==> config.mk <==
export PLATFORM = sky130hd
export DESIGN_NAME = nonce_gen_multi_flat
export DESIGN_NICKNAME = d
export VERILOG_FILES = /design/src/rtl/nonce_gen_multi_pkg.sv /design/src/rtl/nonce_gen_multi_if.sv /design/src/rtl/nonce_range_calc.sv /design/src/rtl/nonce_gen_multi.sv /design/src/flat_wrapper.sv
export SDC_FILE = /design/constraint.sdc
export NUM_CORES = 2
export LEC_CHECK = 0
export ABC_CLOCK_PERIOD_IN_PS = 14300
export CAP_MARGIN = 0
export CORE_ASPECT_RATIO = 1.75
export CORE_UTILIZATION = 25
export CTS_CLUSTER_SIZE = 14
export DETAILED_ROUTE_END_ITERATION = 6
export HOLD_SLACK_MARGIN = 0.05
export SETUP_SLACK_MARGIN = 0.5
export SLEW_MARGIN = 20
export SYNTH_ARGS = -nofsm -noshare
export SYNTH_HDL_FRONTEND = slang
export SYNTH_SLANG_ARGS = --single-unit
==> constraint.sdc <==
create_clock -name clk -period 14.3 [get_ports clk]
set_input_delay 3.575 -clock clk [delete_from_list [all_inputs] [get_ports clk]]
set_output_delay 3.575 -clock clk [all_outputs]
set_load 0.01 [all_outputs]
==> src/rtl/nonce_gen_multi_pkg.sv <==
// rtl/nonce_gen_multi_pkg.sv - shared types, sizes and helpers for the multi-lane nonce generator
//
// Contents:
//   state_t          - generator FSM states
//   HDR_WORDS        - 32-bit words per block header
//   HDR_W            - block header width in bits
//   FRAME_WORDS      - 64-bit header words per hashin frame (PAD word excluded)
//   PAD_WORD_DEFAULT - first 64-bit word of every hashin frame
//   bswap32          - 32-bit byte swap
package nonce_gen_pkg;

    typedef enum logic [2:0] {
        ST_INIT      = 3'd0,
        ST_READ_HDR  = 3'd1,
        ST_CALC      = 3'd2,
        ST_DISPATCH  = 3'd3,
        ST_WRITE_HDR = 3'd4
    } state_t;

    localparam int HDR_WORDS   = 20;
    localparam int HDR_W       = 640;
    localparam int FRAME_WORDS = 10;

    localparam logic [63:0] PAD_WORD_DEFAULT = 64'h8000_0000_0000_0280;

    function automatic logic [31:0] bswap32(input logic [31:0] w);
        return {w[7:0], w[15:8], w[23:16], w[31:24]};
    endfunction

endpackage

==> src/rtl/nonce_gen_multi_if.sv <==
// rtl/nonce_gen_multi_if.sv - per-lane hashin / nonce FIFO write bundle
//
// Signals (NUM_LANES lanes, lane i at the i-th slice of each vector):
//   hashin_fifo_in_we   - hashin write enables          (generator -> FIFOs)
//   hashin_fifo_in_din  - hashin data, 64 bits per lane  (generator -> FIFOs)
//   hashin_fifo_in_full - hashin full flags              (FIFOs -> generator)
//   nonce_fifo_we       - nonce write enables            (generator -> FIFOs)
//   nonce_fifo_din      - nonce data, 32 bits per lane   (generator -> FIFOs)
//   nonce_fifo_full     - nonce full flags               (FIFOs -> generator)
// Modports: master (generator side), slave (FIFO side).
interface nonce_gen_multi_if #(
    parameter int NUM_LANES = 4
);
    logic [NUM_LANES-1:0]    hashin_fifo_in_we;
    logic [64*NUM_LANES-1:0] hashin_fifo_in_din;
    logic [NUM_LANES-1:0]    hashin_fifo_in_full;
    logic [NUM_LANES-1:0]    nonce_fifo_we;
    logic [32*NUM_LANES-1:0] nonce_fifo_din;
    logic [NUM_LANES-1:0]    nonce_fifo_full;

    modport master (
        output hashin_fifo_in_we,
        output hashin_fifo_in_din,
        input  hashin_fifo_in_full,
        output nonce_fifo_we,
        output nonce_fifo_din,
        input  nonce_fifo_full
    );

    modport slave (
        input  hashin_fifo_in_we,
        input  hashin_fifo_in_din,
        output hashin_fifo_in_full,
        input  nonce_fifo_we,
        input  nonce_fifo_din,
        output nonce_fifo_full
    );
endinterface

==> src/rtl/nonce_range_calc.sv <==
// rtl/nonce_range_calc.sv - combinational nonce slice bounds for one generator instance
//
// Ports:
//   base        in  32  first header word (slice origin)
//   nonce_size  in  32  slice size
//   range_start out 32  first nonce of this slice (low 32 bits)
//   range_end   out 32  exclusive end, saturated to 32'hFFFFFFFF
//   range_empty out 1   slice starts beyond the 32-bit nonce space
module nonce_range_calc #(
    parameter int NONCE_COEF = 1
) (
    input  logic [31:0] base,
    input  logic [31:0] nonce_size,
    output logic [31:0] range_start,
    output logic [31:0] range_end,
    output logic        range_empty
);

    logic [63:0] s_full;
    logic [63:0] e_full;

    // Full 64-bit arithmetic so that slices past the top of the nonce space
    // are detected rather than wrapped.
    always_comb begin
        s_full = {32'b0, base} + {32'b0, nonce_size} * 64'(NONCE_COEF - 1);
        e_full = {32'b0, base} + {32'b0, nonce_size} * 64'(NONCE_COEF);
    end

    assign range_start = s_full[31:0];
    // Saturating the end at all-ones keeps nonce 0xFFFFFFFF out of every slice.
    assign range_end   = (|e_full[63:32]) ? 32'hFFFF_FFFF : e_full[31:0];
    assign range_empty = |s_full[63:32];

endmodule

==> src/rtl/nonce_gen_multi.sv <==
// rtl/nonce_gen_multi.sv - multi-lane nonce generator feeding NUM_LANES hash cores in lockstep
//
// Optional feature macro: NONCE_GEN_MULTI_DBG_EN (adds state_dbg / stall_cnt_dbg).
//
// Ports:
//   clk             in   1   clock
//   rst_n           in   1   asynchronous active-low reset
//   start           in   1   new header available (sampled in INIT only)
//   stop            in   1   abort request
//   block_header    in   32  header word
//   block_header_we in   1   header word valid
//   nonce_size      in   32  slice size
//   fifo            master  per-lane hashin / nonce FIFO write bundle
//   stop_ack_nonce  out  1   high while idle in INIT
//   nonce_end       out  32  exclusive end of the slice
//   nonces_issued   out  32  nonces dispatched since the last start
//   state_dbg       out  3   FSM state            (NONCE_GEN_MULTI_DBG_EN only)
//   stall_cnt_dbg   out  32  stalled-cycle count  (NONCE_GEN_MULTI_DBG_EN only)
module nonce_gen_multi
    import nonce_gen_pkg::*;
#(
    parameter int          NUM_LANES  = 4,
    parameter int          NONCE_COEF = 1,
    parameter logic [63:0] PAD_WORD   = PAD_WORD_DEFAULT
) (
    input  logic              clk,
    input  logic              rst_n,
    input  logic              start,
    input  logic              stop,
    input  logic [31:0]       block_header,
    input  logic              block_header_we,
    input  logic [31:0]       nonce_size,
    nonce_gen_multi_if.master fifo,
    output logic              stop_ack_nonce,
    output logic [31:0]       nonce_end,
    output logic [31:0]       nonces_issued
`ifdef NONCE_GEN_MULTI_DBG_EN
    ,
    output logic [2:0]        state_dbg,
    output logic [31:0]       stall_cnt_dbg
`endif
);

    state_t               state;
    logic [HDR_W-1:0]     hdr;
    logic [4:0]           word_idx;
    logic [3:0]           cnt;
    // One extra bit so stepping past the top of the nonce space cannot wrap
    // back into already-issued nonces.
    logic [32:0]          nonce_cur;
    logic [NUM_LANES-1:0] mask;
    logic                 stop_pend;

    logic [31:0]          range_start;
    logic [31:0]          range_end;
    logic                 range_empty;

    logic [32:0]          lane_nonce [NUM_LANES];
    logic [NUM_LANES-1:0] active;
    logic [NUM_LANES-1:0] lane_full;
    logic                 dispatch_go;
    logic                 frame_go;
    logic                 last_word;
    logic [3:0]           word_sel;
    logic [63:0]          hdr_word;

    function automatic logic [31:0] popcount(input logic [NUM_LANES-1:0] m);
        logic [31:0] c;
        c = '0;
        for (int i = 0; i < NUM_LANES; i++) begin
            c = c + {31'b0, m[i]};
        end
        return c;
    endfunction

    nonce_range_calc #(
        .NONCE_COEF (NONCE_COEF)
    ) u_range (
        .base        (hdr[31:0]),
        .nonce_size  (nonce_size),
        .range_start (range_start),
        .range_end   (range_end),
        .range_empty (range_empty)
    );

    always_comb begin
        for (int i = 0; i < NUM_LANES; i++) begin
            lane_nonce[i] = nonce_cur + 33'(i);
            active[i]     = lane_nonce[i] < {1'b0, nonce_end};
            lane_full[i]  = fifo.hashin_fifo_in_full[i] | fifo.nonce_fifo_full[i];
        end
    end

    // A group is only dispatched when every active lane can take both its
    // PAD word and its nonce, so lanes never drift apart.
    assign dispatch_go = (state == ST_DISPATCH) && !stop && (|active) &&
                         !(|(active & lane_full));
    assign frame_go    = (state == ST_WRITE_HDR) &&
                         !(|(mask & fifo.hashin_fifo_in_full));
    assign last_word   = (cnt == 4'(FRAME_WORDS - 1));

    // Frame word cnt is header bits [639-64cnt : 576-64cnt].
    assign word_sel    = 4'(FRAME_WORDS - 1) - cnt;
    assign hdr_word    = hdr[{word_sel, 6'b0} +: 64];

    always_comb begin
        fifo.hashin_fifo_in_we  = '0;
        fifo.hashin_fifo_in_din = '0;
        fifo.nonce_fifo_we      = '0;
        fifo.nonce_fifo_din     = '0;
        for (int i = 0; i < NUM_LANES; i++) begin
            if (dispatch_go && active[i]) begin
                fifo.hashin_fifo_in_we[i]         = 1'b1;
                fifo.hashin_fifo_in_din[64*i +: 64] = PAD_WORD;
                fifo.nonce_fifo_we[i]             = 1'b1;
                fifo.nonce_fifo_din[32*i +: 32]   = lane_nonce[i][31:0];
            end else if (frame_go && mask[i]) begin
                fifo.hashin_fifo_in_we[i] = 1'b1;
                // The last word carries the header's first 32-bit word slot,
                // replaced by this lane's byte-swapped nonce.
                fifo.hashin_fifo_in_din[64*i +: 64] = last_word ?
                    {hdr[63:32], bswap32(lane_nonce[i][31:0])} : hdr_word;
            end
        end
    end

    always_ff @(posedge clk or negedge rst_n) begin
        if (!rst_n) begin
            state          <= ST_INIT;
            hdr            <= '0;
            word_idx       <= '0;
            cnt            <= '0;
            nonce_cur      <= '0;
            nonce_end      <= '0;
            nonces_issued  <= '0;
            mask           <= '0;
            stop_pend      <= 1'b0;
            stop_ack_nonce <= 1'b0;
        end else begin
            case (state)
                ST_INIT: begin
                    stop_ack_nonce <= 1'b1;
                    hdr            <= '0;
                    word_idx       <= '0;
                    cnt            <= '0;
                    nonce_cur      <= '0;
                    nonce_end      <= '0;
                    mask           <= '0;
                    stop_pend      <= 1'b0;
                    if (start) begin
                        nonces_issued <= '0;
                        state         <= ST_READ_HDR;
                    end
                end

                ST_READ_HDR: begin
                    stop_ack_nonce <= 1'b0;
                    if (stop) begin
                        state <= ST_INIT;
                    end else if (block_header_we) begin
                        hdr[{word_idx, 5'b0} +: 32] <= block_header;
                        if (word_idx == 5'(HDR_WORDS - 1)) begin
                            state <= ST_CALC;
                        end else begin
                            word_idx <= word_idx + 5'd1;
                        end
                    end
                end

                ST_CALC: begin
                    stop_ack_nonce <= 1'b0;
                    if (stop) begin
                        state <= ST_INIT;
                    end else begin
                        nonce_cur <= {1'b0, range_start};
                        nonce_end <= range_end;
                        state     <= range_empty ? ST_INIT : ST_DISPATCH;
                    end
                end

                ST_DISPATCH: begin
                    if (stop || (active == '0)) begin
                        state <= ST_INIT;
                    end else if (dispatch_go) begin
                        mask  <= active;
                        cnt   <= '0;
                        state <= ST_WRITE_HDR;
                    end
                end

                ST_WRITE_HDR: begin
                    // A stop here waits for the frame to finish so no lane is
                    // left holding a partial frame.
                    if (stop) begin
                        stop_pend <= 1'b1;
                    end
                    if (frame_go) begin
                        if (last_word) begin
                            nonce_cur     <= nonce_cur + 33'(NUM_LANES);
                            nonces_issued <= nonces_issued + popcount(mask);
                            stop_pend     <= 1'b0;
                            state         <= (stop_pend || stop) ? ST_INIT : ST_DISPATCH;
                        end else begin
                            cnt <= cnt + 4'd1;
                        end
                    end
                end

                default: begin
                    state <= ST_INIT;
                end
            endcase
        end
    end

`ifdef NONCE_GEN_MULTI_DBG_EN
    logic [31:0] stall_cnt;

    always_ff @(posedge clk or negedge rst_n) begin
        if (!rst_n) begin
            stall_cnt <= '0;
        end else if ((state == ST_INIT) && start) begin
            stall_cnt <= '0;
        end else if (((state == ST_DISPATCH) && !stop && (|active) && !dispatch_go) ||
                     ((state == ST_WRITE_HDR) && !frame_go)) begin
            stall_cnt <= stall_cnt + 32'd1;
        end
    end

    assign state_dbg     = state;
    assign stall_cnt_dbg = stall_cnt;
`endif

endmodule

==> src/flat_wrapper.sv <==
// flat-port wrapper written by rule: the top's interface ports become plain ports
module nonce_gen_multi_flat import nonce_gen_pkg::*;
#(
    parameter int          NUM_LANES  = 4,
    parameter int          NONCE_COEF = 1,
    parameter logic [63:0] PAD_WORD   = PAD_WORD_DEFAULT
)
  (clk, rst_n, start, stop, block_header, block_header_we, nonce_size, stop_ack_nonce, nonce_end, nonces_issued, fifo_hashin_fifo_in_we, fifo_hashin_fifo_in_din, fifo_hashin_fifo_in_full, fifo_nonce_fifo_we, fifo_nonce_fifo_din, fifo_nonce_fifo_full);
  nonce_gen_multi_if #(.NUM_LANES(NUM_LANES)) fifo_i ();
  input  logic clk;
  input  logic rst_n;
  input  logic start;
  input  logic stop;
  input  logic [31:0] block_header;
  input  logic block_header_we;
  input  logic [31:0] nonce_size;
  output logic stop_ack_nonce;
  output logic [31:0] nonce_end;
  output logic [31:0] nonces_issued;
  output wire logic [$bits(fifo_i.hashin_fifo_in_we)-1:0] fifo_hashin_fifo_in_we;
  output wire logic [$bits(fifo_i.hashin_fifo_in_din)-1:0] fifo_hashin_fifo_in_din;
  input wire logic [$bits(fifo_i.hashin_fifo_in_full)-1:0] fifo_hashin_fifo_in_full;
  output wire logic [$bits(fifo_i.nonce_fifo_we)-1:0] fifo_nonce_fifo_we;
  output wire logic [$bits(fifo_i.nonce_fifo_din)-1:0] fifo_nonce_fifo_din;
  input wire logic [$bits(fifo_i.nonce_fifo_full)-1:0] fifo_nonce_fifo_full;
  assign fifo_hashin_fifo_in_we = fifo_i.hashin_fifo_in_we;
  assign fifo_hashin_fifo_in_din = fifo_i.hashin_fifo_in_din;
  assign fifo_i.hashin_fifo_in_full = fifo_hashin_fifo_in_full;
  assign fifo_nonce_fifo_we = fifo_i.nonce_fifo_we;
  assign fifo_nonce_fifo_din = fifo_i.nonce_fifo_din;
  assign fifo_i.nonce_fifo_full = fifo_nonce_fifo_full;
  nonce_gen_multi #(.NUM_LANES(NUM_LANES), .NONCE_COEF(NONCE_COEF), .PAD_WORD(PAD_WORD)) u_core (.clk(clk), .rst_n(rst_n), .start(start), .stop(stop), .block_header(block_header), .block_header_we(block_header_we), .nonce_size(nonce_size), .fifo(fifo_i), .stop_ack_nonce(stop_ack_nonce), .nonce_end(nonce_end), .nonces_issued(nonces_issued));
endmodule
==> metrics <==
CP Capture Type output pin; initial core utilization 25.2%; drt pass-1 iters 7; Routed Antenna Nets 0; Slew @ Worst Pin 1.22 ns; slowest library cell on the worst path or4_2; crit path cell chain ha_1 -> nand4_2 -> nor2_1 -> nand3_1 -> nor4_1 -> buf_4 -> nand3_1 -> nor2_1 -> xnor2_1 -> inv_1 -> ha_1 -> nand3_1 -> or2_1 -> a311o_1 -> o41ai_1 -> nor3_1 -> a2bb2oi_2 -> o2111ai_2 -> buf_4 -> or4_2 -> nor2_1 -> clkdlybuf4s50_1; WL/cell 28.0 um; TritonCTS clock tree built; DP Wirelength 147000 um; CTS max path bufs 3; period utilisation layout 86.4%; commonest cells in the netlist dfrtp_1 (755), nand2_1 (561), a22o_1 (468); initial antenna violation count 18; Final GP Congestion 1.01; synthesized flop and latch total 755; Chip Height 556 um; initial DRC count 3319; Die Area 177000 um^2; Top FF cell, synth dfrtp_1; Num Clock Sinks 755; vias 39.4k; crit-path max cell delay 1.04 ns; residual DRC count 0; Post-synth EDFFs 0; critical path peak fanout 38; leading area contributor after synthesis dfrtp_1; Max Slew Vio Count 0; Top Metal Used met5; Startpoint Class flop; Clk Latency, worst-skew pair 0.70 ns; hold crit path type reg -> reg; largest net degree at the start of global routing 176; hold_buf cts 0; Synth Instances 4597; M1 WL 73300 um; setup TNS 0 ns; final core occ 31.1%; Final setup viols 0; final WL 202000 um; minimum clock period 12.35 ns; port bufs 533; via/cell ratio 5.46; met3 wire length 12800 um; layout net count 5147; maximum vdd drop 0.147 mV; Rel. slew slack 18.8%; synthesized area 43900 um^2; TritonCTS buffer count 76; Setup Skew 0.0562 ns; GRT overflow 0; top cells by area, synth dfrtp_1 (43%), a22o_1 (9.3%), mux4_2 (6.6%); total core area 174000 um^2; post_cts resized 0; Post-synth ARST share 100%; Req. time, crit path 10.72 ns; WL met2 99000 um; Leak 22.5 nW; endpoints failing hold 0; Layout area overhead 23.8%; CP arrival 8.78 ns; layout cells sized above 1 9.98%; die width 319 um; Max Freq 81.0 MHz; first-pass GRT wire length 290000 um; FF-to-FF setup slack 6.46 ns; Post-CTS Setup Inserts 0; Net Count, Synth 4851; CTS H-tree lvls 3; Reg clk slew, reported paths 0.06 ns; critical path class reg -> out; vias in the first global route 39.3k; mean post-synth cell area 9.55 um^2; sequential share of the synthesized area 43.0%; Top-Level Pins 534; Root Driver clkbuf_16; Ys Warns 0; Total Routing Usage GR 22.3%; pwr dens 137 nW/um^2; synth unique cells 85; RSZ-0062 raised after global routing no; most common cell in the netlist dfrtp_1; Max-Cap Viols 0; row cnt 203; Yosys top cell area share 43.0%; status finished clean
## per-stage QoR
stage | instances | setup WS, ns | cell area [um^2] | power [mW] | hold slack (ns)
detailed placement | 7069 | 2.84 | 51700 | 5.32 | 0.467
finish | 7210 | 1.95 | 54300 | 7.47 | 0.478
global route | 7205 | 1.59 | 54300 | 7.72 | 0.488
floorplan | 4597 | 5.65 | 43900 | 3.92 | 0.443
global placement | 7067 | 3.02 | 51600 | 5.29 | 0.457
CTS | 7203 | 2.07 | 54300 | 7.46 | 0.481
## final timing paths
| kind | start | cells past startpoint | end |
|---|---|---|---|
| worst max register to register | u_core.nonce_cur[3] | 21 | u_core.mask[3] |
| max in group asynchronous | rst_n | 3 | u_core.hdr[442] |
| worst min-delay path | u_core.hdr[458] | 2 | u_core.hdr[458] |
| min in group asynchronous | rst_n | 1 | u_core.hdr[491] |
| worst min register to register | u_core.hdr[458] | 2 | u_core.hdr[458] |
| worst max-delay path | u_core.nonce_cur[3] | 22 | fifo_nonce_fifo_din[123] |
## critical path: cells and delay by family, from the launching register on
family	cells	cell delay (ns)
buffers and inverters	4	1.21
XOR/XNOR	1	0.29
adder cells (fa/ha/maj)	2	0.72
AO/OA/AOI/OAI	4	1.22
AND/OR/NAND/NOR	11	3.91
flip-flops	1	0.69
## where the power goes
part | switching [mW] | internal (mW)
sequential | 0.277 | 2.23
clock | 0.952 | 1.18
combinational | 2.07 | 0.752
total | 3.30 | 4.16
## cell usage in the layout (no fill, tap or decap), types with 84 or more instances in the layout
master,count
a22o_1,468
inv_1,128
clkdlybuf4s50_1,531
nor3_1,92
ha_1,173
mux4_2,128
o21ai_0,273
dfrtp_1,753
nand3_1,164
mux2i_1,84
nand2_1,556
buf_4,105
nor2_1,378
a21oi_1,236
## flip-flops by register name (all words and copies together), names as in the netlist
signal / count
u_core.stop_ack_nonce: 1
u_core.state: 3
u_core.cnt: 4
u_core.hdr: 640
u_core.nonce_end: 32
u_core.stop_pend: 1
u_core.nonces_issued: 32
u_core.nonce_cur: 33
u_core.mask: 4
u_core.word_idx: 5
## final cells by class
class,count,area [um^2]
Inverter,129,484
Multi-Input combinational cell,3285,23200
Antenna cell,6,15.0
Fill cell,18000,120000
Clock buffer,103,2180
Clock inverter,31,410
Tap cell,2255,2820
Sequential cell,755,18900
Timing Repair Buffer,646,6280
## cell families after synthesis
kind of cell	share of synthesized area, %
AND/OR/NAND/NOR	14.9
AO/OA/AOI/OAI	20.0
flip-flops	43.0
buffers and inverters	4.96
multiplexers	9.05
adder cells (fa/ha/maj)	5.10
XOR/XNOR	2.91
## layer usage
metal	track usage (%)	up-vias
li1	-	17200
met1	24.2	19900
met2	38.6	1784
met3	4.37	466
met4	16.5	14
met5	0	-
(Power assumes the default switching activity.)
